`src/rtl/spatz_pkg.sv`:
```
// Shared types and constants for the spatz VRF bank arbiter.
package spatz_pkg;

  localparam int unsigned NrVrfRequesters = 3;
  localparam int unsigned VrfAddrWidth    = 7;
  localparam int unsigned VrfDataWidth    = 64;
  localparam int unsigned VrfBeWidth      = VrfDataWidth / 8;

  typedef logic [VrfAddrWidth-1:0] vrf_addr_t;
  typedef logic [VrfDataWidth-1:0] vrf_data_t;
  typedef logic [VrfBeWidth-1:0]   vrf_be_t;

  typedef enum logic [1:0] {
    VFU_PORT   = 2'd0,
    VLSU_PORT  = 2'd1,
    VSLDU_PORT = 2'd2
  } vrf_port_e;

  // Index width that stays legal when there is only one requester.
  function automatic int unsigned idx_width(input int unsigned n);
    return (n > 1) ? $clog2(n) : 1;
  endfunction

endpackage

```
`src/rtl/spatz_rr_pick.sv`:
```
// Generic round-robin picker: first set request at or above the pointer, wrapping.
module spatz_rr_pick
  import spatz_pkg::*;
#(
  parameter int unsigned NrReq = NrVrfRequesters,
  localparam int unsigned IdxWidth = idx_width(NrReq)
) (
  input  logic [NrReq-1:0]    req_i,
  input  logic [IdxWidth-1:0] ptr_i,
  output logic [NrReq-1:0]    gnt_o,
  output logic [IdxWidth-1:0] idx_o
);

  // Scan from the pointer upward modulo NrReq; the first hit wins.
  always_comb begin
    logic        found;
    int unsigned j;
    gnt_o = '0;
    idx_o = '0;
    found = 1'b0;
    j     = 0;
    for (int unsigned k = 0; k < NrReq; k++) begin
      j = 32'(ptr_i) + k;
      if (j >= NrReq) j = j - NrReq;
      if (!found && req_i[j]) begin
        found    = 1'b1;
        gnt_o[j] = 1'b1;
        idx_o    = IdxWidth'(j);
      end
    end
  end

endmodule

```
`src/rtl/spatz_vrf_arbiter.sv`:
```
// Two-level (priority class, then round-robin) arbiter for one single-ported VRF bank.
module spatz_vrf_arbiter
  import spatz_pkg::*;
#(
  parameter int unsigned NrReq     = NrVrfRequesters,
  parameter int unsigned AddrWidth = VrfAddrWidth,
  parameter int unsigned DataWidth = VrfDataWidth
) (
  input  logic                                clk_i,
  input  logic                                rst_ni,
  input  logic [NrReq-1:0]                    req_valid_i,
  output logic [NrReq-1:0]                    req_ready_o,
  input  logic [NrReq-1:0]                    req_prio_i,
  input  logic [NrReq-1:0][AddrWidth-1:0]     req_addr_i,
  input  logic [NrReq-1:0]                    req_we_i,
  input  logic [NrReq-1:0][DataWidth-1:0]     req_wdata_i,
  input  logic [NrReq-1:0][DataWidth/8-1:0]   req_wbe_i,
  output logic [NrReq-1:0]                    rsp_valid_o,
  output logic [DataWidth-1:0]                rsp_rdata_o,
  output logic                                vrf_req_o,
  output logic                                vrf_we_o,
  output logic [AddrWidth-1:0]                vrf_addr_o,
  output logic [DataWidth-1:0]                vrf_wdata_o,
  output logic [DataWidth/8-1:0]              vrf_wbe_o,
  input  logic [DataWidth-1:0]                vrf_rdata_i
);

  localparam int unsigned IdxWidth = idx_width(NrReq);

  logic [NrReq-1:0]    w_hi_mask;
  logic [NrReq-1:0]    w_mask;
  logic [NrReq-1:0]    w_gnt;
  logic [IdxWidth-1:0] w_idx;
  logic                w_any;
  logic [IdxWidth-1:0] r_rr_ptr;
  logic                r_rsp_pending;
  logic [IdxWidth-1:0] r_rsp_id;

  // High-priority requesters shadow the low class entirely when present.
  assign w_hi_mask = req_valid_i & req_prio_i;
  assign w_mask    = (|w_hi_mask) ? w_hi_mask : req_valid_i;
  assign w_any     = |req_valid_i;

  spatz_rr_pick #(
    .NrReq (NrReq)
  ) u_pick (
    .req_i (w_mask),
    .ptr_i (r_rr_ptr),
    .gnt_o (w_gnt),
    .idx_o (w_idx)
  );

  assign req_ready_o = w_gnt;
  assign vrf_req_o   = w_any;
  assign rsp_rdata_o = vrf_rdata_i;

  // Bank drive muxed from the winner; zeroed when nobody requests.
  always_comb begin
    vrf_we_o    = 1'b0;
    vrf_addr_o  = '0;
    vrf_wdata_o = '0;
    vrf_wbe_o   = '0;
    if (w_any) begin
      vrf_we_o    = req_we_i[w_idx];
      vrf_addr_o  = req_addr_i[w_idx];
      vrf_wdata_o = req_wdata_i[w_idx];
      vrf_wbe_o   = req_wbe_i[w_idx];
    end
  end

  // Round-robin pointer; a single requester needs no state.
  if (NrReq == 1) begin : gen_ptr_const
    assign r_rr_ptr = '0;
  end else begin : gen_ptr_reg
    // Advance past the winner on any grant, hold otherwise.
    always_ff @(posedge clk_i or negedge rst_ni) begin
      if (!rst_ni) begin
        r_rr_ptr <= '0;
      end else if (w_any) begin
        r_rr_ptr <= (32'(w_idx) == NrReq - 1) ? '0 : w_idx + IdxWidth'(1);
      end
    end
  end

  // Track the owner of the read that is in flight in the bank.
  always_ff @(posedge clk_i or negedge rst_ni) begin
    if (!rst_ni) begin
      r_rsp_pending <= 1'b0;
      r_rsp_id      <= '0;
    end else begin
      r_rsp_pending <= w_any & ~vrf_we_o;
      r_rsp_id      <= w_idx;
    end
  end

  // Steer the response strobe to the requester that issued the read.
  always_comb begin
    rsp_valid_o = '0;
    if (r_rsp_pending) rsp_valid_o[r_rsp_id] = 1'b1;
  end

  // A waiting requester must hold its request unchanged until granted.
  for (genvar i = 0; i < NrReq; i++) begin : gen_proto
    a_req_stable : assert property (@(posedge clk_i) disable iff (!rst_ni)
      (req_valid_i[i] && !req_ready_o[i]) |=>
        (req_valid_i[i] && $stable(req_addr_i[i]) && $stable(req_we_i[i]) &&
         $stable(req_wdata_i[i]) && $stable(req_wbe_i[i])));
  end

endmodule

```
`config.mk`:
```
export PLATFORM = sky130hd
export DESIGN_NAME = spatz_vrf_arbiter
export DESIGN_NICKNAME = d
export VERILOG_FILES = /design/src/rtl/spatz_pkg.sv /design/src/rtl/spatz_rr_pick.sv /design/src/rtl/spatz_vrf_arbiter.sv
export SDC_FILE = /design/constraint.sdc
export NUM_CORES = 1
export LEC_CHECK = 0
export ABC_AREA = 0
export BUFFER_PORTS_ARGS = -buffer_cell sky130_fd_sc_hd__clkbuf_2
export CAP_MARGIN = 20
export CORE_AREA = 3 3 179 181
export DETAILED_ROUTE_END_ITERATION = 6
export DIE_AREA = 0 0 182 184
export GPL_ROUTABILITY_DRIVEN = 0
export MAX_ROUTING_LAYER = met4
export SLEW_MARGIN = 40
export SYNTH_ARGS = -nofsm -noshare
export SYNTH_HDL_FRONTEND = slang
export SYNTH_SLANG_ARGS = --single-unit
```
`constraint.sdc`:
```
create_clock -name clk_i -period 2.3 [get_ports clk_i]
set_input_delay 0.23 -clock clk_i [delete_from_list [all_inputs] [get_ports clk_i]]
set_output_delay 0.23 -clock clk_i [all_outputs]
set_load 0.005 [all_outputs]
```
Word-level counts from Yosys, hierarchy flattened
Index checks and enable logic that the tools add are counted.
{"block": "word_totals", "register_bits": 5, "word_cells": 77, "output_inout_bits": 151, "inputBits": 312}
{"block": "op_classes", "eq_ne": 1, "order_cmp": 12, "addsub": 6, "reduce_logical": 10, "mux": 40, "n_bitwise": 5}
{"op": "binary-select mux 64 bit (select 2 bit)", "n": 1}
{"op": "two-way mux 64 bit", "n": 2}
{"op": "greater-or-equal comparator 32 x 1 -> 1 bit (second input constant)", "n": 3}
{"op": "less-than comparator 32 x 3 -> 1 bit (second input constant)", "n": 3}
{"op": "two-way mux 32 bit", "n": 3}
{"op": "greater-or-equal comparator 32 x 2 -> 1 bit (second input constant)", "n": 2}
{"op": "subtractor 32 x 2 -> 32 bit (second input constant)", "n": 2}
{"op": "binary-select mux 8 bit (select 2 bit)", "n": 1}
{"op": "two-way mux 8 bit", "n": 2}
{"op": "two-way mux 3 bit", "n": 5}
{"op": "binary-select mux 7 bit (select 2 bit)", "n": 1}
{"op": "two-way mux 7 bit", "n": 2}
{"op": "two-way mux 1 bit", "n": 11}
{"op": "binary-select mux 1 bit (select 2 bit)", "n": 4}
{"op": "demux 1 bit (select 2 bit)", "n": 4}
{"op": "two-way mux 2 bit", "n": 4}
{"op": "logical AND 1 bit", "n": 6}
{"op": "less-than comparator 2 x 3 -> 1 bit (second input constant)", "n": 2}
{"op": "OR 3 bit", "n": 2}
{"op": "OR reduction 3 bit", "n": 2}
{"op": "adder 2 x 1 -> 3 bit (second input constant)", "n": 1}
{"op": "adder 2 x 2 -> 3 bit (second input constant)", "n": 1}
{"op": "bitwise AND 3 bit", "n": 1}
{"op": "subtractor 2 x 2 -> 3 bit (second input constant)", "n": 1}
{"op": "other kinds (7)", "n": 8}

Depth between registers and ports, before layout
{"block": "depth", "word_depth": 17, "depth_mapped": 11}

Hierarchy
From an unflattened synthesis, not the netlist that was laid out.
{"block": "unflattened", "hier_cells": 496, "area_unflattened_um2": 4023.9}
{"module": "spatz_vrf_arbiter", "n_inst": 1, "area_per_inst_um2": 3719.8, "cells_each": 459, "seq_area_each_um2": 125.1}
{"module": "spatz_rr_pick", "n_inst": 1, "area_per_inst_um2": 304.0, "cells_each": 37, "seq_area_each_um2": 0.0}

Worst setup path after synthesis
OpenSTA, ideal clock, no wires.
{"block": "synth_timing", "path_type": "register -> output", "startpoint": "reg r_rr_ptr[0]", "endpoint": "out vrf_wdata_o[42]", "setup_slack_ns": -0.051, "t_required_ns": 2.070, "path_stages_with_launch": 11, "n_path_buf": 3, "arrival_ns": 2.121, "cell_sequence": "dfrtp_1 > inv_1 > ha_1 > clkbuf_1 > a21o_1 > o211ai_1 > nand4b_1 > nand2_1 > clkbuf_2 > buf_1 > o21ai_1"}
{"block": "synth_via", "elab_chain_cells": 14, "elab_cells_between_ends": 29, "cone_classes": "5 x add/sub; 3 x order compare; 17 x mux; 4 x reduce/logical"}
{"element": "from (decl)", "line_no": "spatz_vrf_arbiter.sv:35", "text": "logic [IdxWidth-1:0] r_rr_ptr;"}
{"element": "from (signal assigned)", "line_no": "spatz_vrf_arbiter.sv:80", "text": "r_rr_ptr <= (32'(w_idx) == NrReq - 1) ? '0 : w_idx + IdxWidth'(1);"}
{"element": "branches (longest 10 deep; another with subtractor 32 x 2 -> 32 bit)"}
{"element": "two-way mux 2 bit *", "line_no": "spatz_rr_pick.sv:25", "text": "if (!found && req_i[j]) begin"}
{"element": "binary-select mux 64 bit (select 2 bit) *", "line_no": "spatz_vrf_arbiter.sv:66", "text": "vrf_wdata_o = req_wdata_i[w_idx];"}
{"element": "two-way mux 64 bit (implied by the code) *", "line_no": "spatz_vrf_arbiter.sv:66"}
{"element": "two-way mux 64 bit *", "line_no": "spatz_vrf_arbiter.sv:63", "text": "if (w_any) begin"}
{"element": "to (decl)", "line_no": "spatz_vrf_arbiter.sv:23", "text": "output logic [DataWidth-1:0] vrf_wdata_o,"}
Every way passes the cells marked *. The select of a mux whose other input is x is not followed.

Worst setup path in the final report
{"block": "layout_timing", "startpoint": "reg r_rr_ptr[0]", "endpoint": "out vrf_wdata_o[21]"}
The elaborated chain is that of the path after synthesis.

==> flow_summary.toml <==
[status]
status = "finished with violations"
violations = "setup timing"

[floorplanning]
die-area_sq_um = 33500
fp.dieH_um = 184
core_area_sq_um = 30600
start_util_pct = 8.97
io_pins = 463
die_x_um = 182
fp-row-count = 64

[clocking]
clock_sinks = 5
insertion_delay_ps = 230
path_clk_slew_ps = 30
cts_root_buf = "clkbuf_16"
tritoncts = "done"
cts_buffers = 3
htreeDepth = 1
cts_max_path_buffers = 2

[final_layout]
nNetsFinal = 1049
regArea_sq_um = 126
syn_to_final_growth_pct = 107
fill_cells = 3481
final_cell_mix = "clkbuf_2 (306), nand2_1 (83), mux2i_1 (63)"
layout.cells.non_filler = 1131
final_core_util_pct = 18.6
drive_gt1_share_pct = 66.4
multiInputGateArea_sq_um = 2270
final_common_cell = "clkbuf_2"

[detailed_routing]
drc = 0
vias = 4215
drtIter0Drc = 128
drtPass1Iterations = 4
wl_per_cell_um = 17.7
viasPerCell = 3.73
ant_nets = 0
drt-total-wl_um = 20100

[grt]
antenna_found_initial = 2
grt_first_pass_wirelength_um = 24700
grt_pass1_vias = 4041
grt_max_degree = 47
grt_usage_pct = 10.1
overflow = 0

[power]
ir_drop_mv = 0.363
power_mw = 5.48
power.density_nw_per_um2 = 963
p_leak_nw = 2.72

[setup_path]
reg2regPathDepth = 10
cp-start-kind = "register"
endpoint_kind = "primary output"
cp_data_required_time_ps = 2070
critical_path_class = "reg2out"
r2r_slack_ps = -130
r2r-end = "r_rsp_pending"
critPathArrivalTime_ps = 2490
reg2reg_from = "r_rr_ptr[0]"
critPathMaxFanout = 16

[job]
maxCapViolations = 0

[worst_hold_path]
min_path_cells = 2
hp-class = "in2reg"
min_from = "req_we_i[1]"
hold_path_end = "r_rsp_pending"

[synth]
synth_seq_cells = 5
postSynthCellCount = 405
synth_flop_cell = "dfrtp_1"
synthArstFlopShare_pct = 100
ys_seq_area_share_pct = 4.56
synthesis.area_sq_um = 2750
avgSynthCellArea_sq_um = 6.78
synth_edf_count = 0
yosys_warnings = 0
ys_types = 43
syn_nets = 721

[timing]
hold_viol = 0
finalMaxSlewViolations = 0
rsz0062_at_grt = "true"
clock_skew_ps = 0.875
maxSlewHeadroom_pct = 71.0
post-route-period-util_pct = 118
setup_violations = 83
tightest_slew_ps = 430
period_needed_ps = 2720
hold_slack_ps = 239
clock.fmax_mhz = 367
setup_slack_ps = -424

[placement]
hpwl_um = 15800
dp_slack_ps = -329
port_buffers = 334
dp.cells = 1086
[repair_timing]
action,in CTS,in global routing
pin swaps,7,3
hold endpoints to repair,5,0
resized for setup,65,102
setup buffers,15,13
cloned,2,7
hold buffers,1,0
endpoints found under the setup margin,84,84
[through the flow]
step	setup TNS (ps)	cell area, sq um
after global routing	-33530	5690
final	-26060	5700
after floorplan	0	2750
after global placement	-6180	4670
after detailed placement	-9580	4670
after CTS	-24640	5140
[layout make-up]
class | instances | area share, %
sequential | 5 | 2.22
multi-input combinational | 299 | 39.8
clock buffer | 4 | 1.38
inverter | 8 | 0.527
tap | 396 | 8.70
antenna | 3 | 0.132
timing repair buffer | 416 | 47.3
[metal layers]
| metal | GRT usage (%) | routed length [um] | share of wire [%] |
|---|---|---|---|
| met3 | 3.19 | 1730 | 8.6 |
| met5 | - | 0 | 0 |
| met2 | 16.1 | 9580 | 48 |
| met1 | 12.1 | 8080 | 40 |
| met4 | 3.35 | 671 | 3.3 |
[worst max-delay path: stages (launching register included)]
cell and delay, ps:
dfrtp_1 400, buf_4 150, ha_4 160, buf_6 130, or3_1 370, nand4b_1 160, buf_4 150, nand2_4 60
buf_12 160, buf_6 160, o21ai_2 180, clkbuf_2 150
[logic make-up (layout without fill, tap and decap cells)]
family	Yosys count	in the layout	synth area share (%)
muxes	79	79	28.8
and+or+nand+nor	105	105	16.0
AOI/OAI and AO/OA	111	111	23.9
other	0	3	0
adders and majority gates	4	4	1.82
DFF	5	5	4.56
buffers and inverters	101	428	24.9
[cell usage after synthesis, types with 3 or more instances]
library cell | number | area, sq um
clkbuf_1 | 14 | 52.6
inv_1 | 8 | 30.0
buf_4 | 66 | 495
ha_1 | 4 | 50.1
mux2i_1 | 79 | 791
nand2_1 | 85 | 319
o211ai_1 | 3 | 22.5
o21ai_0 | 28 | 140
buf_6 | 7 | 78.8
a21oi_1 | 4 | 20.0
nor2_1 | 5 | 18.8
o21ai_1 | 57 | 285
buf_1 | 3 | 11.3
a221o_1 | 3 | 30.0
dfrtp_1 | 5 | 125
[sequential cells by signal (all words and copies together), names as in the netlist]
register and cells:
r_rsp_pending 1, r_rsp_id 2, r_rr_ptr 2
[worst max-delay path by stage]
stage	cells past startpoint	start	slack, ps	to
after floorplan	11	r_rr_ptr[0]	3	vrf_addr_o[3]
after global placement	10	r_rr_ptr[1]	-260	vrf_wdata_o[55]
after detailed placement	10	r_rr_ptr[1]	-330	vrf_wdata_o[56]
after CTS	12	r_rr_ptr[1]	-390	vrf_wdata_o[36]
after global routing	11	r_rr_ptr[0]	-470	vrf_wdata_o[21]
final	11	r_rr_ptr[0]	-420	vrf_wdata_o[21]
[power by group]
part           total (mW)  switching, mW  internal [mW]
registers           0.162         0.0335          0.129
clock network       0.283         0.0540          0.229
logic                5.04           2.43           2.61
total                5.48           2.52           2.96
Power figures use the tool's default switching activity.
